File: config.mk
export PLATFORM = sky130hd
export DESIGN_NAME = uart_bus_arbiter
export DESIGN_NICKNAME = d
export VERILOG_FILES = /design/src/rtl/uart_bus_arbiter.sv
export SDC_FILE = /design/constraint.sdc
export NUM_CORES = 1
export LEC_CHECK = 0
export ABC_AREA = 1
export CORE_MARGIN = 2
export CORE_UTILIZATION = 62
export DETAILED_ROUTE_END_ITERATION = 10
export DONT_BUFFER_PORTS = 1
export PLACE_DENSITY = 0.75
export RECOVER_POWER = 50
export REMOVE_ABC_BUFFERS = 1
export SLEW_MARGIN = 15
export SYNTH_ARGS = -nofsm -noshare
export SYNTH_HDL_FRONTEND = slang
export SYNTH_SLANG_ARGS = --single-unit
File: constraint.sdc
create_clock -name clk -period 1.82 [get_ports clk]
set_input_delay 0.273 -clock clk [delete_from_list [all_inputs] [get_ports clk]]
set_output_delay 0.273 -clock clk [all_outputs]
set_load 0.02 [all_outputs]
File: src/rtl/uart_bus_arbiter.sv
// Shares the UART bus slave between the 68k bus (m0) and the boot/debug monitor (m1).
// Round-robin grant, one strobe cycle per attempt, TX-busy hold-off, grant-to-response timeout.
module uart_bus_arbiter #(
   parameter int TIMEOUT = 4096
) (
   input  logic        clk,
   input  logic        reset_n,
   input  logic        m0_req,
   input  logic [7:0]  m0_addr,
   input  logic [15:0] m0_data_write,
   input  logic        m0_uds,
   input  logic        m0_lds,
   input  logic        m0_rw,
   output logic [15:0] m0_data_read,
   output logic        m0_ack,
   output logic        m0_err,
   input  logic        m1_req,
   input  logic [7:0]  m1_addr,
   input  logic [15:0] m1_data_write,
   input  logic        m1_uds,
   input  logic        m1_lds,
   input  logic        m1_rw,
   output logic [15:0] m1_data_read,
   output logic        m1_ack,
   output logic        m1_err,
   output logic [7:0]  u_addr,
   output logic [15:0] u_data_write,
   output logic        u_uds,
   output logic        u_lds,
   output logic        u_rw,
   input  logic [15:0] u_data_read,
   input  logic        u_ack,
   input  logic        u_tx_active,
   output logic [2:0]  dbg_state
);
   // Handshake: a master holds req (and its fields) until it sees a one-cycle ack or err,
   // and drops req by the following edge; exactly one of ack/err ends each granted request.
   typedef enum logic [2:0] {
      S_IDLE  = 3'd0,
      S_HOLD  = 3'd1,
      S_ISSUE = 3'd2,
      S_CHECK = 3'd3,
      S_RESP  = 3'd4
   } state_t;

   localparam logic [15:0] TIMER_LAST = 16'(TIMEOUT - 1);

   state_t      state, state_d;
   logic        grant, grant_d;
   logic        last_grant, last_grant_d;
   logic [15:0] timer, timer_d;
   logic        sh_uds, sh_lds;
   logic        uds_d, lds_d, rw_d;
   logic [7:0]  addr_d;
   logic [15:0] wdata_d, rdata_d;
   logic        ack_d, err_d;
   logic        pick, sel_uds, sel_lds, sel_rw;
   logic [7:0]  sel_addr;
   logic [15:0] sel_data;
   logic        timed_out;

   assign pick      = (m0_req & m1_req) ? ~last_grant : m1_req;
   assign sel_addr  = pick ? m1_addr : m0_addr;
   assign sel_data  = pick ? m1_data_write : m0_data_write;
   assign sel_uds   = pick ? m1_uds : m0_uds;
   assign sel_lds   = pick ? m1_lds : m0_lds;
   assign sel_rw    = pick ? m1_rw : m0_rw;
   // Compare with >= so a limit that lands on an ISSUE cycle still expires at the next CHECK.
   assign timed_out = (timer >= TIMER_LAST);
   assign dbg_state = state;

   always_comb begin
      state_d      = state;
      grant_d      = grant;
      last_grant_d = last_grant;
      timer_d      = timer;
      addr_d       = u_addr;
      wdata_d      = u_data_write;
      rw_d         = u_rw;
      uds_d        = sh_uds;
      lds_d        = sh_lds;
      ack_d        = 1'b0;
      err_d        = 1'b0;
      rdata_d      = 16'h0000;
      case (state)
         S_IDLE: begin
            if (m0_req | m1_req) begin
               grant_d      = pick;
               last_grant_d = pick;
               timer_d      = 16'd0;
               addr_d       = sel_addr;
               wdata_d      = sel_data;
               rw_d         = sel_rw;
               uds_d        = sel_uds;
               lds_d        = sel_lds;
               if ((!sel_uds && !sel_lds) || (sel_addr[7:1] != 7'd0)) begin
                  state_d = S_RESP;
                  err_d   = 1'b1;
               end else begin
                  state_d = S_HOLD;
               end
            end
         end
         S_HOLD: begin
            timer_d = timer + 16'd1;
            if (timed_out) begin
               state_d = S_RESP;
               err_d   = 1'b1;
            end else if (!(!u_rw && sh_uds && u_tx_active)) begin
               state_d = S_ISSUE;
            end
         end
         S_ISSUE: begin
            timer_d = timer + 16'd1;
            state_d = S_CHECK;
         end
         S_CHECK: begin
            timer_d = timer + 16'd1;
            if (u_ack) begin
               state_d = S_RESP;
               ack_d   = 1'b1;
               rdata_d = u_data_read & {{8{sh_uds}}, {8{sh_lds}}};
            end else if (timed_out) begin
               state_d = S_RESP;
               err_d   = 1'b1;
            end else begin
               state_d = S_HOLD;
            end
         end
         S_RESP:  state_d = S_IDLE;
         default: state_d = S_IDLE;
      endcase
   end

   always_ff @(posedge clk) begin
      if (!reset_n) begin
         state        <= S_IDLE;
         grant        <= 1'b0;
         last_grant   <= 1'b1;
         timer        <= 16'd0;
         sh_uds       <= 1'b0;
         sh_lds       <= 1'b0;
         u_addr       <= 8'h00;
         u_data_write <= 16'h0000;
         u_rw         <= 1'b1;
         u_uds        <= 1'b0;
         u_lds        <= 1'b0;
         m0_ack       <= 1'b0;
         m0_err       <= 1'b0;
         m0_data_read <= 16'h0000;
         m1_ack       <= 1'b0;
         m1_err       <= 1'b0;
         m1_data_read <= 16'h0000;
      end else begin
         state        <= state_d;
         grant        <= grant_d;
         last_grant   <= last_grant_d;
         timer        <= timer_d;
         sh_uds       <= uds_d;
         sh_lds       <= lds_d;
         u_addr       <= addr_d;
         u_data_write <= wdata_d;
         u_rw         <= rw_d;
         u_uds        <= (state_d == S_ISSUE) & uds_d;
         u_lds        <= (state_d == S_ISSUE) & lds_d;
         m0_ack       <= ack_d & ~grant_d;
         m0_err       <= err_d & ~grant_d;
         m0_data_read <= (ack_d & ~grant_d) ? rdata_d : 16'h0000;
         m1_ack       <= ack_d & grant_d;
         m1_err       <= err_d & grant_d;
         m1_data_read <= (ack_d & grant_d) ? rdata_d : 16'h0000;
      end
   end
endmodule
======== Word-level counts from Yosys, hierarchy flattened ========
Cells that the tools add are included.
storage, ports and cells
  register bits ........................... 86
  bits in latches ......................... 0
  bits in writable memories ............... 0
  ROM bits ................................ 0
  memories ................................ 0
operators by class
  add/sub/neg operators ................... 1
  multiply operators ...................... 0
  divide/modulo/power cells ............... 0
  $lt $le $gt $ge ......................... 1
  equality and inequality tests ........... 5
  shift-type cells ........................ 0
  muxes and demuxes ....................... 30
  bitwise operators ....................... 11
  reduce and logical (&&, ||, !) cells .... 15
operators with widths
  kind                     number
  $mux W16                 4
  $pmux W16 S2             1
  $mux W3                  6
  $add A16 B1 Y16 const B  1
  $and A16 B16 Y16         1
  $ge A16 B12 Y1 const B   1
  $mux W1                  16
  $pmux W3 S4              1
  $eq A3 B2 Y1 const B     3
  $mux W8                  1
  $reduce_and A2 Y1        4
  $and A1 B1 Y1            7
  $reduce_bool A7 Y1       1
  $eq A3 B1 Y1 const B     1
  $logic_and A1 B1 Y1      3
  $logic_not A1 Y1         3
  $logic_not A3 Y1         1
  $pmux W1 S3              1
  $reduce_or A3 Y1         1
  $ne A2 B2 Y1 const B     1
  $not A1 Y1               2
  $reduce_bool A2 Y1       1
  $logic_or A1 B1 Y1       1
  $or A1 B1 Y1             1

======== Depth between registers and ports, before layout ========
  depth in word-level cells ............... 11
  gate-level depth with buffers ........... 10
  mapped depth without buffers ............ 9

======== Worst setup path after synthesis ========
OpenSTA, ideal clock, no wires.
  kind .................................... flip-flop to flip-flop
  start ................................... reg state[1] (netlist: dbg_state[1])
  end ..................................... reg timer[8]
  arrival time ............................ 1,280 ps
  data required time ...................... 1,704 ps
  path slack .............................. 424 ps
  stages on the path, launching flop included .. 9
  path buffers ............................ 0
  period minus slack after synthesis ...... 1,396 ps
  cell sequence ........................... dfxtp_1 -> nor2_2 -> nand3b_4 -> nand2_4 -> nand2_2 -> inv_1 -> nand2_1 -> o21ai_0 -> nor2_1
on the way
  cells in the longest elaborated chain, start to end .. 4
  elaborated cells between the ends (all ways) .. 9
  classes of those cells .................. eq/ne: 4; mux: 1; reduce/logical: 4
ends and longest elaborated chain
  what                                                 line  text
  start: declaration                                   48    state_t state, state_d;
  start signal: assignment                             155   state <= state_d;
  $eq A3 B2 Y1 / $eq A3 B1 Y1 (equally long branches)  85    case (state)
  $reduce_or A3 Y1 (no line)                           n/a
  $reduce_bool A2 Y1 (no line)                         n/a
  $reduce_and A2 Y1 (no line)                          n/a
  end signal: assignment                               158   timer <= timer_d;
  end: declaration                                     51    logic [15:0] timer, timer_d;
Several ways; a longest one is shown, not always the timed one.
A chain may end at the register's enable or synchronous reset.

======== Worst setup path after layout ========
  start ................................... reg state[2] (netlist: dbg_state[2])
  end ..................................... reg m1_data_read[5]
on the way
  cells in the longest elaborated chain, start to end .. 4
  elaborated cells between the ends (all ways) .. 7
  classes of those cells .................. eq/ne: 1; mux: 3; bitwise: 1; reduce/logical: 2
ends and longest elaborated chain
  what                                                     line  text
  $eq A3 B2 Y1 / $logic_not A3 Y1 (equally long branches)  85
  $mux W1                                                  85
  $and A1 B1 Y1                                            171   m1_data_read <= (ack_d & grant_d) ? rdata_d : 16'h0000;
  $reduce_and A2 Y1 (no line)                              n/a
  end signal: assignment                                   171
  end: declaration                                         23    output logic [15:0] m1_data_read,
Several ways; a longest one is shown, not always the timed one.

==> qor.csv <==
stage;metric;value;unit
outcome;outcome;completed;
clocking;Max H-tree Level;3;
pwr;pwr/cell area;1002;nW/um2
sta;Tmin final;1.598;ns
floorplanning;initial core utilization;63.67;%
route;initial DRC count;206;
placement;pre-CTS setup slack;0.2620;ns
synthesis;post-synthesis instance total;446;
setup_path;startpoint types;flop;
floorplanning;core footprint;5473;um2
grt;Total GRT Usage;25.03;%
pwr;Leak Pwr;1.570;nW
setup_path;worst reg2reg path startpoint;dbg_state[2];
cells_and_area;Area Overhead vs Synth;6.535;%
synthesis;Synthesis Warnings;0;
cells_and_area;ANT cells;0;
placement;gpl congestion;0.8623;
synthesis;Distinct cells, synth;34;
floorplanning;DIE HEIGHT;78.97;um
cells_and_area;layout cells sized above 1;10.28;%
grt;vias in the first global route;2719;
min_path;min-delay worst type;input port to flop;
run;Max Cap Viol;0;
sta;measured slew at the worst slew-check pin;0.4939;ns
pwr;Worst VDD drop;512.1;uV
placement;hpwl dp;5529;um
sta;setup TNS;0;ns
clocking;CTS Sinks;86;
pwr;Overall Power;3.719;mW
clocking;post_cts resized;0;
route;via/cell ratio;5.452;
clocking;Skew-Pair Late Insertion Delay;0.35;ns
route;routed vias;2884;
cells_and_area;final net count;529;
route;final antenna-violating net count;0;
clocking;TritonCTS clock tree;done;
setup_path;crit path from;dbg_state[2];
sta;Max Freq;625.6;MHz
clocking;post-CTS setup buffers;0;
synthesis;Yosys reg bits;86;
sta;crit share post-route;87.83;%
route;1st-pass router iterations;4;
grt;grt ovf;0;
sta;final worst slack;0.2215;ns
placement;cell total after placement;513;
sta;Rel. slew slack;67.02;%
grt;pin count of the biggest net entering global routing;31;
setup_path;critical path type;flop to flop;
clocking;CTS Root Cell;clkbuf_8;
synthesis;Seq/Total Area, Yosys;49.41;%
setup_path;RR Endpoint;m1_data_read[5];
sta;Hold Violations, Final;0;
sta;clk_skew;0.008931;ns
setup_path;CP Capture Type;flop;
clocking;CTS buffer count;9;
floorplanning;# IOs;142;
setup_path;R2R cell count;7;
cells_and_area;Util after Layout;67.83;%
synthesis;Avg Inst Size Synth;7.813;um2
sta;# setup viols final;0;
setup_path;worst setup path endpoint;m1_data_read[5];
route;wire length per cell;14.26;um
grt;initial antenna violation count;0;
grt;first-pass GRT wire length;12370;um
sta;RSZ-0062 raised after global routing;false;
synthesis;Cell Area, Synth;3485;um2
placement;input/output buffers;0;
setup_path;WP data required;2.09;ns
floorplanning;Die X;78.97;um
clocking;Clock transition at path regs;0.09;ns
cells_and_area;Non-Filler Instances;529;
route;DRC Markers;0;
setup_path;CP Max Fanout;7;
sta;Slew Viols, Final;0;
clocking;maximum clock path buffer count;2;
floorplanning;Die ar.;6236;um2
floorplanning;row cnt;27;
setup_path;WP data arrival;1.87;ns
setup_path;r2r setup slk;0.22;ns
route;wirelength, routed;7541;um
min_path;Hold Path Depth;2;
clocking;Hold-fix buffers, CTS;0;
-- through the flow --
stage / area (um2) / hold slack (ns)
detailed placement: 3540 / 0.4296
finish: 3712 / 0.05398
global placement: 3540 / 0.4209
floorplan: 3390 / 0.4114
CTS: 3744 / 0.04856
global route: 3712 / 0.04472
-- report_power, final --
part / internal [mW] / switching [mW] / leakage (nW)
clock network: 0.656 / 0.704 / 0.107
registers: 1.95 / 0.115 / 0.699
logic: 0.101 / 0.195 / 0.763
total: 2.70 / 1.01 / 1.57
-- metal layers --
metal / routed length (um) / global-route usage, % / share of wire (%) / up-vias
met3: 593 / 6.023 / 7.9 / 18
met2: 3639 / 41.44 / 48 / 116
met4: 175 / 12.07 / 2.3 / 0
li1: - / - / - / 1449
met5: 0 / 0 / 0 / -
met1: 3133 / 30.56 / 42 / 1301
-- cell usage after synthesis (all sizes together) --
master    n  area (um2)
a22o     17       148.9
a21oi    18       101.4
dfxtp    86        1722
or2       2       12.51
buf      12       91.34
a31o      2       17.52
a211oi    1       7.510
nor2     56       246.5
nand2   136       545.5
a31oi     1       6.260
xor2      1       8.760
nor3     15       75.07
o31ai     1       7.510
o21ai    15       78.82
nor2b     2       12.51
nand3    21       105.1
clkbuf    1       3.750
ha        1       12.51
inv      45       168.9
nand4     6       37.54
o22ai     2       25.02
nand3b    5       50.05
-- flip-flops by register name, indices dropped and copies added (netlist names), 3 cells and up --
register and cells:
m1_data_read 16, timer 16, u_addr 8, u_data_write 16, m0_data_read 16, dbg_state 3
-- cells in the final DEF (no fill, tap or decap), drive strengths merged --
cell type and n:
o21ai 15, ha 1, nand4 6, nor2b 2
nand3 21, a31oi 1, a211oi 1, xor2 1
nor2 56, o22ai 2, nand3b 5, inv 48
a31o 2, a21oi 18, bufinv 1, clkinv 3
clkbuf 13, buf 4, o31ai 1, nand2 136
nor3 15, dfxtp 86, a22o 17, or2 2
-- worst min-delay path by stage --
stage                   start         endpoint
2_1_floorplan         reset_n         timer[0]
3_3_place_gp          reset_n         timer[0]
3_5_place_dp   u_data_read[1]  m0_data_read[1]
4_1_cts        u_data_read[1]  m0_data_read[1]
5_1_grt        u_data_read[1]  m0_data_read[1]
6_report       u_data_read[1]  m0_data_read[1]
-- layout make-up --
class                      count  area, um2
fill                         479       1760
sequential                    86       1722
multi-input combinational    302       1483
inverter                      45      168.9
clock buffer                   9      123.9
tap                           72      90.09
clock inverter                 7      80.08
timing repair buffer           8      45.04
-- critical path, cell delays in order, from the launching register on --
cell,delay [ns]
dfxtp_1,0.33
inv_1,0.16
nand2_1,0.13
nor2_1,0.17
inv_1,0.13
nor2_2,0.27
inv_1,0.14
nor3_1,0.19
-- cell families after synthesis --
group	Yosys count	synth area share, %
simple gates	243	31.13
flops	86	49.41
buf+inv	58	7.576
compound gates	57	11.27
xor+xnor	1	0.2514
fa+ha+maj	1	0.3590
Note: power is estimated with default switching activity, not from simulation.
